File: config.mk
export PLATFORM = sky130hd
export DESIGN_NAME = prog_loader
export DESIGN_NICKNAME = d
export VERILOG_FILES = /design/src/rtl/prog_loader_pkg.sv /design/src/rtl/sat_counter.sv /design/src/rtl/prog_loader.sv
export SDC_FILE = /design/constraint.sdc
export NUM_CORES = 1
export LEC_CHECK = 0
export ABC_CLOCK_PERIOD_IN_PS = 1860
export BUFFER_PORTS_ARGS = -buffer_cell sky130_fd_sc_hd__buf_2
export CAP_MARGIN = 20
export CORE_MARGIN = 5
export CORE_UTILIZATION = 47
export DETAILED_ROUTE_END_ITERATION = 6
export PLACE_DENSITY = 0.74
export RECOVER_POWER = 100
export SYNTH_ARGS = -nofsm -noshare
export SYNTH_HDL_FRONTEND = slang
export SYNTH_SLANG_ARGS = --single-unit
File: constraint.sdc
create_clock -name clk -period 1.86 [get_ports clk]
set_input_delay 0.093 -clock clk [delete_from_list [all_inputs] [get_ports clk]]
set_output_delay 0.093 -clock clk [all_outputs]
set_load 0.005 [all_outputs]
File: src/rtl/prog_loader_pkg.sv
// prog_loader_pkg: shared widths and FSM state encoding for the program loader
//   DWIDTH/AWIDTH/CWIDTH : default byte, address and run-counter widths
//   MEM_DEPTH            : instruction/data memory depth
//   state_t              : loader FSM states (ERROR only reachable with PROG_LOADER_CKSUM_EN)
package prog_loader_pkg;
    localparam int DWIDTH    = 8;
    localparam int AWIDTH    = 5;
    localparam int CWIDTH    = 16;
    localparam int MEM_DEPTH = 2 ** AWIDTH;
    typedef enum logic [2:0] {LOAD, FLUSH, RUN, HALTED, ERROR} state_t;
endpackage

File: src/rtl/sat_counter.sv
// sat_counter: saturating up-counter with synchronous clear and enable
//   clk, rst : clock, async active-high reset
//   clr      : clear to zero (wins over en)
//   en       : count up by one, holding at all-ones
//   cnt      : current count
module sat_counter #(
    parameter int W = 16
) (
    input  logic         clk,
    input  logic         rst,
    input  logic         clr,
    input  logic         en,
    output logic [W-1:0] cnt
);
    logic [W-1:0] cnt_q, cnt_d;
    always_comb cnt_d = clr ? '0 : (en && !(&cnt_q)) ? cnt_q + W'(1) : cnt_q;
    always_ff @(posedge clk or posedge rst)
        if (rst) cnt_q <= '0;
        else     cnt_q <= cnt_d;
    assign cnt = cnt_q;
endmodule

File: src/rtl/prog_loader.sv
// prog_loader: boot loader streaming a program into CPU memory, then running the CPU until halt
//   clk, rst                          : clock, async active-high reset
//   in_valid/in_data/in_last/in_ready : host byte stream (valid/ready)
//   start_load                        : reload request, honoured in HALTED (and ERROR)
//   mem_wr/mem_addr/mem_data          : registered memory write port
//   cpu_rst, cpu_halt                 : CPU reset out, CPU halt in
//   load_done, byte_count, run_cycles : status
//   cksum_err                         : checksum mismatch, only with PROG_LOADER_CKSUM_EN
//                                       (in_last byte becomes a checksum, not data)
module prog_loader #(
    parameter int DWIDTH = prog_loader_pkg::DWIDTH,
    parameter int AWIDTH = prog_loader_pkg::AWIDTH,
    parameter int CWIDTH = prog_loader_pkg::CWIDTH
) (
    input  logic              clk,
    input  logic              rst,
    input  logic              in_valid,
    input  logic [DWIDTH-1:0] in_data,
    input  logic              in_last,
    output logic              in_ready,
    input  logic              start_load,
    output logic              mem_wr,
    output logic [AWIDTH-1:0] mem_addr,
    output logic [DWIDTH-1:0] mem_data,
    output logic              cpu_rst,
    input  logic              cpu_halt,
`ifdef PROG_LOADER_CKSUM_EN
    output logic              cksum_err,
`endif
    output logic              load_done,
    output logic [AWIDTH:0]   byte_count,
    output logic [CWIDTH-1:0] run_cycles
);
    import prog_loader_pkg::*;
    localparam int DEPTH = 2 ** AWIDTH;
    state_t state_q, state_d;
    logic in_ready_q, in_ready_d, mem_wr_q, mem_wr_d, cpu_rst_q, cpu_rst_d;
    logic [AWIDTH-1:0] mem_addr_q, mem_addr_d;
    logic [DWIDTH-1:0] mem_data_q, mem_data_d;
    // byte_count doubles as the write pointer; it only reaches DEPTH when loading ends
    logic [AWIDTH:0] byte_count_q, byte_count_d;
    logic accept, full, reload, wr;
    assign accept = in_valid & in_ready_q;
    assign full   = byte_count_q == (AWIDTH+1)'(DEPTH - 1);
    assign reload = start_load & (state_q == HALTED || state_q == ERROR);
`ifdef PROG_LOADER_CKSUM_EN
    logic [DWIDTH-1:0] sum_q, sum_d;
    logic cks_byte;
    // a full memory auto-terminates, so the byte landing in the last slot is data
    assign cks_byte = accept & in_last & ~full;
    assign wr       = accept & ~cks_byte;
    assign cksum_err = state_q == ERROR;
    always_comb sum_d = reload ? '0 : wr ? sum_q + in_data : sum_q;
    always_ff @(posedge clk or posedge rst)
        if (rst) sum_q <= '0;
        else     sum_q <= sum_d;
`else
    assign wr = accept;
`endif
    always_ff @(posedge clk or posedge rst)
        if (rst) state_q <= LOAD;
        else     state_q <= state_d;
    always_comb begin
        state_d = state_q;
        case (state_q)
            LOAD: begin
                if (accept && (in_last || full)) state_d = FLUSH;
`ifdef PROG_LOADER_CKSUM_EN
                if (cks_byte && in_data != sum_q) state_d = ERROR;
`endif
            end
            FLUSH:   state_d = RUN;
            RUN:     if (cpu_halt) state_d = HALTED;
            default: if (start_load) state_d = LOAD;
        endcase
    end
    always_comb begin
        in_ready_d   = state_d == LOAD;
        cpu_rst_d    = !(state_d == RUN || state_d == HALTED);
        mem_wr_d     = wr;
        mem_addr_d   = wr ? byte_count_q[AWIDTH-1:0] : mem_addr_q;
        mem_data_d   = wr ? in_data : mem_data_q;
        byte_count_d = reload ? '0 : byte_count_q + (AWIDTH+1)'(wr);
    end
    always_ff @(posedge clk or posedge rst)
        if (rst) begin
            in_ready_q   <= 1'b0;
            mem_wr_q     <= 1'b0;
            mem_addr_q   <= '0;
            mem_data_q   <= '0;
            cpu_rst_q    <= 1'b1;
            byte_count_q <= '0;
        end else begin
            in_ready_q   <= in_ready_d;
            mem_wr_q     <= mem_wr_d;
            mem_addr_q   <= mem_addr_d;
            mem_data_q   <= mem_data_d;
            cpu_rst_q    <= cpu_rst_d;
            byte_count_q <= byte_count_d;
        end
    sat_counter #(.W(CWIDTH)) u_run_cnt (
        .clk (clk),
        .rst (rst),
        .clr (reload),
        .en  (state_q == RUN),
        .cnt (run_cycles)
    );
    assign in_ready   = in_ready_q;
    assign mem_wr     = mem_wr_q;
    assign mem_addr   = mem_addr_q;
    assign mem_data   = mem_data_q;
    assign cpu_rst    = cpu_rst_q;
    assign byte_count = byte_count_q;
    assign load_done  = state_q == RUN || state_q == HALTED;
endmodule

==> flow_metrics.env, run 1 <==
export IMPL_start_util_pct=48.6
export IMPL_r2r_setup_slack_ns=0.11
export IMPL_rows=23
export IMPL_min_path_cells=2
export IMPL_routed_via_density=5.68
export IMPL_fin_area_mm2=0.00245
export IMPL_fmax_mhz=570
export IMPL_htreeDepth=2
export IMPL_vias=1681
export IMPL_wl_per_cell_um=15.3
export IMPL_crit_arrival_ns=1.97
export IMPL_cts_sinks=41
export IMPL_io_pins=53
export IMPL_p_leak_uw=0.00115
export IMPL_synthTopCellsByArea="dfrtp_1 51%, mux2_2 7.5%, o21ai_0 3.1%, nand3_1 2.3%, nand2_1 2.3%"
export IMPL_finalPower_uw=3180
export IMPL_drt_pass1_iterations=4
export IMPL_die_h_um=74.6
export IMPL_netlist_top_cells_count="40 x dfrtp_1, 13 x mux2_2, 12 x nand2_1, 12 x o21ai_0"
export IMPL_grt_use_total_pct=18.0
export IMPL_fin_skew_ns=0.0101
export IMPL_ys_types=43
export IMPL_ir_drop_uv=827
export IMPL_period_minus_slack_ns=1.75
export IMPL_clock_path_buffers=2
export IMPL_max_cap_viol_count=0
export IMPL_ys_seq_area_share_pct=52.4
export IMPL_die_area_mm2=0.00556
export IMPL_cp_data_required_time_ns=2.08
export IMPL_drc=0
export IMPL_syn_inst=179
export IMPL_nNetsFinal=262
export IMPL_coreArea_mm2=0.00403
export IMPL_reg2reg_from="state_q[1]$_DFF_PP0_"
export IMPL_dpl_cell_count=286
export IMPL_worstSetupStartpointType="register"
export IMPL_status="complete, no violations"
export IMPL_finalWirelength_mm=4.54
export IMPL_end_kind="register"
export IMPL_ys_warn_count=0
export IMPL_cts_tree="done"
export IMPL_drv_slew=0
export IMPL_path_cells="and4bb_2 > o211ai_1 > or4_1 > a21oi_1"
export IMPL_reg2reg_depth=4
export IMPL_crit_fanout=11
export IMPL_io_buffer_count=52
export IMPL_syn_to_final_growth_pct=25.0
export IMPL_diodes=0
export IMPL_critPathSlowestCell="dfrtp_1"
export IMPL_overflow=0
export IMPL_whs_ns=0.0193
export IMPL_drive_above_1_share_pct=34.6
export IMPL_routabilityCongestion=0.917
export IMPL_worst_setup_path_type="register to register"
export IMPL_utilization_pct=60.8
export IMPL_grt_max_degree=42
export IMPL_min_path_type="primary input to register"
export IMPL_dr_first_iter_drc_count=124
export IMPL_clk_latency_ns=0.30
export IMPL_syn_cell_area_mm2=0.00196
export IMPL_synth_top_area_share_pct=51.1
export IMPL_ys_ff_latch=41
export IMPL_antenna_left=0
export IMPL_synth_top_cell_by_area="dfrtp_1"
export IMPL_yosysMostFrequentCell="dfrtp_1"
export IMPL_hold_viol_final=0
export IMPL_synth_area_per_cell_um2=10.9
export IMPL_startpoint="state_q[1]$_DFF_PP0_"
export IMPL_maxSlewHeadroom_pct=32.7
export IMPL_antenna_found_initial=0
export IMPL_grt_pass1_vias=1569
export IMPL_synth_main_ff_cell="dfrtp_1"
export IMPL_grt_first_pass_wirelength_mm=7.69
export IMPL_final_cells=296
export IMPL_placed_area_mm2=0.00234
export IMPL_finalCritPeriodShare_pct=94.3
export IMPL_synth_edff_count=0
export IMPL_tightest_slew_ns=1.01
export IMPL_synthArstFlopShare_pct=100
export IMPL_syn_nets=196
export IMPL_setup_viol=0
export IMPL_place_hpwl_mm=3.24
export IMPL_power_density_mw_per_mm2=1300
export IMPL_clock_tree_root_cell="clkbuf_8"
export IMPL_critical_path_max_stage_delay_ns=0.52
export IMPL_r2r_end="u_run_cnt.cnt[15]$_DFFE_PP0P_"
export IMPL_die_w_um=74.6
export IMPL_crit_end="u_run_cnt.cnt[15]$_DFFE_PP0P_"
export IMPL_clkTransAtPathRegs_ns=0.08
export IMPL_cts_buffers=5
==> per-stage QoR <==
| step | setup slack [ns] | setup TNS, ns |
|---|---|---|
| floorplan | 0.0766 | 0 |
| global placement | 0.157 | 0 |
| detailed placement | 0.101 | 0 |
| CTS | 0.0735 | 0 |
| global route | -0.0211 | -0.0211 |
| finish | 0.106 | 0 |
==> timing repair <==
| action | 4_1_cts | 5_1_grt |
|---|---|---|
| endpoints found under the setup margin | 0 | 3 |
| hold buffers | 1 | 0 |
| setup buffers | 0 | 1 |
| gates resized for setup | 0 | 2 |
| hold endpoints to repair | 40 | 0 |
==> layout by cell type, fill, tap and decap left out, types with 3 or more instances in the layout <==
cell type  synthesis  layout
or4_1              5       5
buf_2              2      43
nand3_1            9       9
nor2_1             9       9
clkbuf_1           4      11
buf_4              1      11
nand4_1            5       5
clkbuf_8           0       5
o21ai_0           12      12
nand2_1           12      12
mux2_2            13      13
a21oi_1            7       7
o31ai_1            6       6
or3_1              4       4
inv_1              5       5
dfrtp_1           40      39
ha_1               3       3
nor4_1             3       3
o211ai_1           5       5
==> flip-flops by register name, summed over array words and instances, names as in the netlist <==
signal         flops
in_ready           1
mem_addr           5
state_q            3
u_run_cnt.cnt     16
mem_wr             1
mem_data           8
cpu_rst            1
byte_count         6
==> worst min-delay path by stage <==
stage	start	end	slack, ns
6_report	start_load	state_q[2]$_DFF_PP0_	0.02
5_1_grt	in_data[5]	mem_data[5]$_DFFE_PP0P_	0.02
4_1_cts	start_load	state_q[2]$_DFF_PP0_	0.01
2_1_floorplan	start_load	state_q[2]$_DFF_PP0_	0.16
3_3_place_gp	rst	state_q[1]$_DFF_PP0_	0.24
3_5_place_dp	rst	state_q[1]$_DFF_PP0_	0.25
==> cells by family after synthesis <==
family	count (synthesis)	synth area share, %
AND/OR/NAND/NOR	65	20.0
XOR/XNOR	4	1.79
flip-flops	41	52.4
multiplexers	13	7.47
buffers and inverters	12	2.62
adder cells (fa/ha/maj)	3	1.92
AO/OA/AOI/OAI	41	13.8
==> report_power, final <==
| part | internal, uW | total, uW | switching [uW] |
|---|---|---|---|
| registers | 1190 | 1480 | 286 |
| logic | 536 | 1000 | 468 |
| clock network | 398 | 700 | 302 |
==> worst max-delay path, delay by kind of cell, from the launching register on <==
kind             cells  cell delay (ns)
flip-flops           1             0.52
AND/OR/NAND/NOR      2             0.82
AO/OA/AOI/OAI        2             0.34
==> layer usage <==
layer | GRT usage [%] | routed length, um
met4 | 6.52 | 54
met1 | 24.9 | 2110
met3 | 4.59 | 207
met5 | 0 | 0
met2 | 27.3 | 2170
==> cell type report <==
type	instances	area, um2
fill	355	1580
sequential	41	1030
multi-input combinational	126	881
timing repair buffer	66	350
clock buffer	6	72.6
tap	50	62.6
clock inverter	2	35.0
inverter	5	18.8
(Power assumes the default switching activity.)
==> inputs of run 2 (changes only) <==
==> constraint.sdc (replaced) <==
create_clock -name clk -period 1.86 [get_ports clk]
set_input_delay 0.186 -clock clk [delete_from_list [all_inputs] [get_ports clk]]
set_output_delay 0.186 -clock clk [all_outputs]
set_load 0.005 [all_outputs]
==> flow_metrics.env, run 2 (synthesized netlist as in run 1, its figures left out) <==
export IMPL_status="complete, no violations"
export IMPL_htreeDepth=2
export IMPL_grt_first_pass_wirelength_mm=7.65
export IMPL_routabilityCongestion=0.917
export IMPL_clk_latency_ns=0.30
export IMPL_place_hpwl_mm=3.24
export IMPL_clock_path_buffers=2
export IMPL_clkTransAtPathRegs_ns=0.08
export IMPL_fmax_mhz=571
export IMPL_r2r_setup_slack_ns=0.11
export IMPL_dr_first_iter_drc_count=134
export IMPL_diodes=0
export IMPL_ir_drop_uv=828
export IMPL_max_cap_viol_count=0
export IMPL_cp_buffers_inverters=0
export IMPL_cts_buffers=5
export IMPL_io_pins=53
export IMPL_fin_skew_ns=0.0102
export IMPL_fin_setup_tns_ns=0
export IMPL_nNetsFinal=261
export IMPL_routed_via_density=5.70
export IMPL_fill_cells=356
export IMPL_reg2reg_depth=4
export IMPL_hold_viol_final=0
export IMPL_start_util_pct=48.6
export IMPL_placed_area_mm2=0.00234
export IMPL_antenna_left=0
export IMPL_grt_pass1_vias=1560
export IMPL_startpoint="state_q[1]$_DFF_PP0_"
export IMPL_crit_end="u_run_cnt.cnt[15]$_DFFE_PP0P_"
export IMPL_antenna_found_initial=0
export IMPL_utilization_pct=60.5
export IMPL_power_density_mw_per_mm2=1310
export IMPL_end_kind="register"
export IMPL_worst_setup_path_type="register to register"
export IMPL_syn_to_final_growth_pct=24.5
export IMPL_crit_fanout=11
export IMPL_cp_data_required_time_ns=2.08
export IMPL_maxSlewHeadroom_pct=32.8
export IMPL_path_cells="and4bb_2 > o211ai_1 > or4_1 > a21oi_1"
export IMPL_path_depth=4
export IMPL_most_common_layout_cells="43 x buf_2, 39 x dfrtp_1, 13 x mux2_2, 12 x nand2_1, 12 x o21ai_0"
export IMPL_cts_sinks=41
export IMPL_whs_ns=0.112
export IMPL_wl_per_cell_um=15.3
export IMPL_rows=23
export IMPL_min_path_type="primary input to register"
export IMPL_period_minus_slack_ns=1.75
export IMPL_die_area_mm2=0.00556
export IMPL_io_buffer_count=52
export IMPL_worstSetupStartpointType="register"
export IMPL_grt_use_total_pct=17.9
export IMPL_final_common_cell="buf_2"
export IMPL_setup_viol=0
export IMPL_vias=1682
export IMPL_seq_area_mm2=0.00103
export IMPL_fin_area_mm2=0.00244
export IMPL_largest_reg_flops=16
export IMPL_drt_pass1_iterations=4
export IMPL_path_delay_family="simple AND/OR/NAND/NOR gates"
export IMPL_drive_above_1_share_pct=34.7
export IMPL_drv_slew=0
export IMPL_finalWirelength_mm=4.53
export IMPL_coreArea_mm2=0.00403
export IMPL_critical_path_max_stage_delay_ns=0.52
export IMPL_cts_tree="done"
export IMPL_r2r_end="u_run_cnt.cnt[15]$_DFFE_PP0P_"
export IMPL_finalCritPeriodShare_pct=94.2
export IMPL_critPathSlowestCell="dfrtp_1"
export IMPL_crit_arrival_ns=1.97
export IMPL_p_leak_uw=0.00115
export IMPL_reg2reg_from="state_q[1]$_DFF_PP0_"
export IMPL_drc=0
export IMPL_clock_tree_root_cell="clkbuf_8"
export IMPL_multi_input_area_um2=881
export IMPL_grt_max_degree=42
export IMPL_die_w_um=74.6
export IMPL_tightest_slew_ns=1.01
export IMPL_die_h_um=74.6
export IMPL_overflow=0
[run 2: cell types whose count changed in the layout (fill, tap and decap cells not counted)]
cell	delta
dlygate4sd3_1	-1
[run 2: area by class of cell]
type | count | area share [%]
multi-input combinational | 126 | 36.1
clock buffer | 6 | 2.98
sequential | 41 | 42.2
tap | 50 | 2.57
inverter | 5 | 0.770
timing repair buffer | 65 | 14.0
clock inverter | 2 | 1.44
[run 2: repair_timing]
item,CTS,global route
endpoints found under the setup margin,0,3
hold buffers,0,0
resized for setup,0,2
setup buffers,0,1
[run 2: how the worst min path moves through the flow]
stage | start | to | slack, ns | depth (start not counted)
after floorplan | start_load | state_q[2]$_DFF_PP0_ | 0.25 | 1
after detailed placement | rst | state_q[1]$_DFF_PP0_ | 0.34 | 3
after global routing | in_data[5] | mem_data[5]$_DFFE_PP0P_ | 0.11 | 2
final | start_load | state_q[2]$_DFF_PP0_ | 0.11 | 2
after global placement | rst | state_q[1]$_DFF_PP0_ | 0.34 | 3
after CTS | rst | mem_data[5]$_DFFE_PP0P_ | 0.02 | 3
[run 2: routing by layer]
layer,track usage [%],up-vias,wire (um)
li1,-,807,-
met1,24.8,836,2100
met2,27.1,33,2170
met3,4.59,6,201
met4,6.52,0,54
met5,0,-,0
[run 2: power breakdown]
group          internal (uW)  leakage, uW  switching, uW
clock                    398    0.0000552            302
combinational            535     0.000560            469
sequential              1190     0.000530            287
[run 2: per-stage QoR]
step / power (uW) / std cells / worst slack (ns)
after floorplan: 2020 / 179 / 0.0766
after global placement: 2480 / 286 / 0.157
after detailed placement: 2520 / 286 / 0.101
after CTS: 3210 / 294 / 0.0735
after global routing: 3430 / 295 / -0.0211
final: 3180 / 295 / 0.107
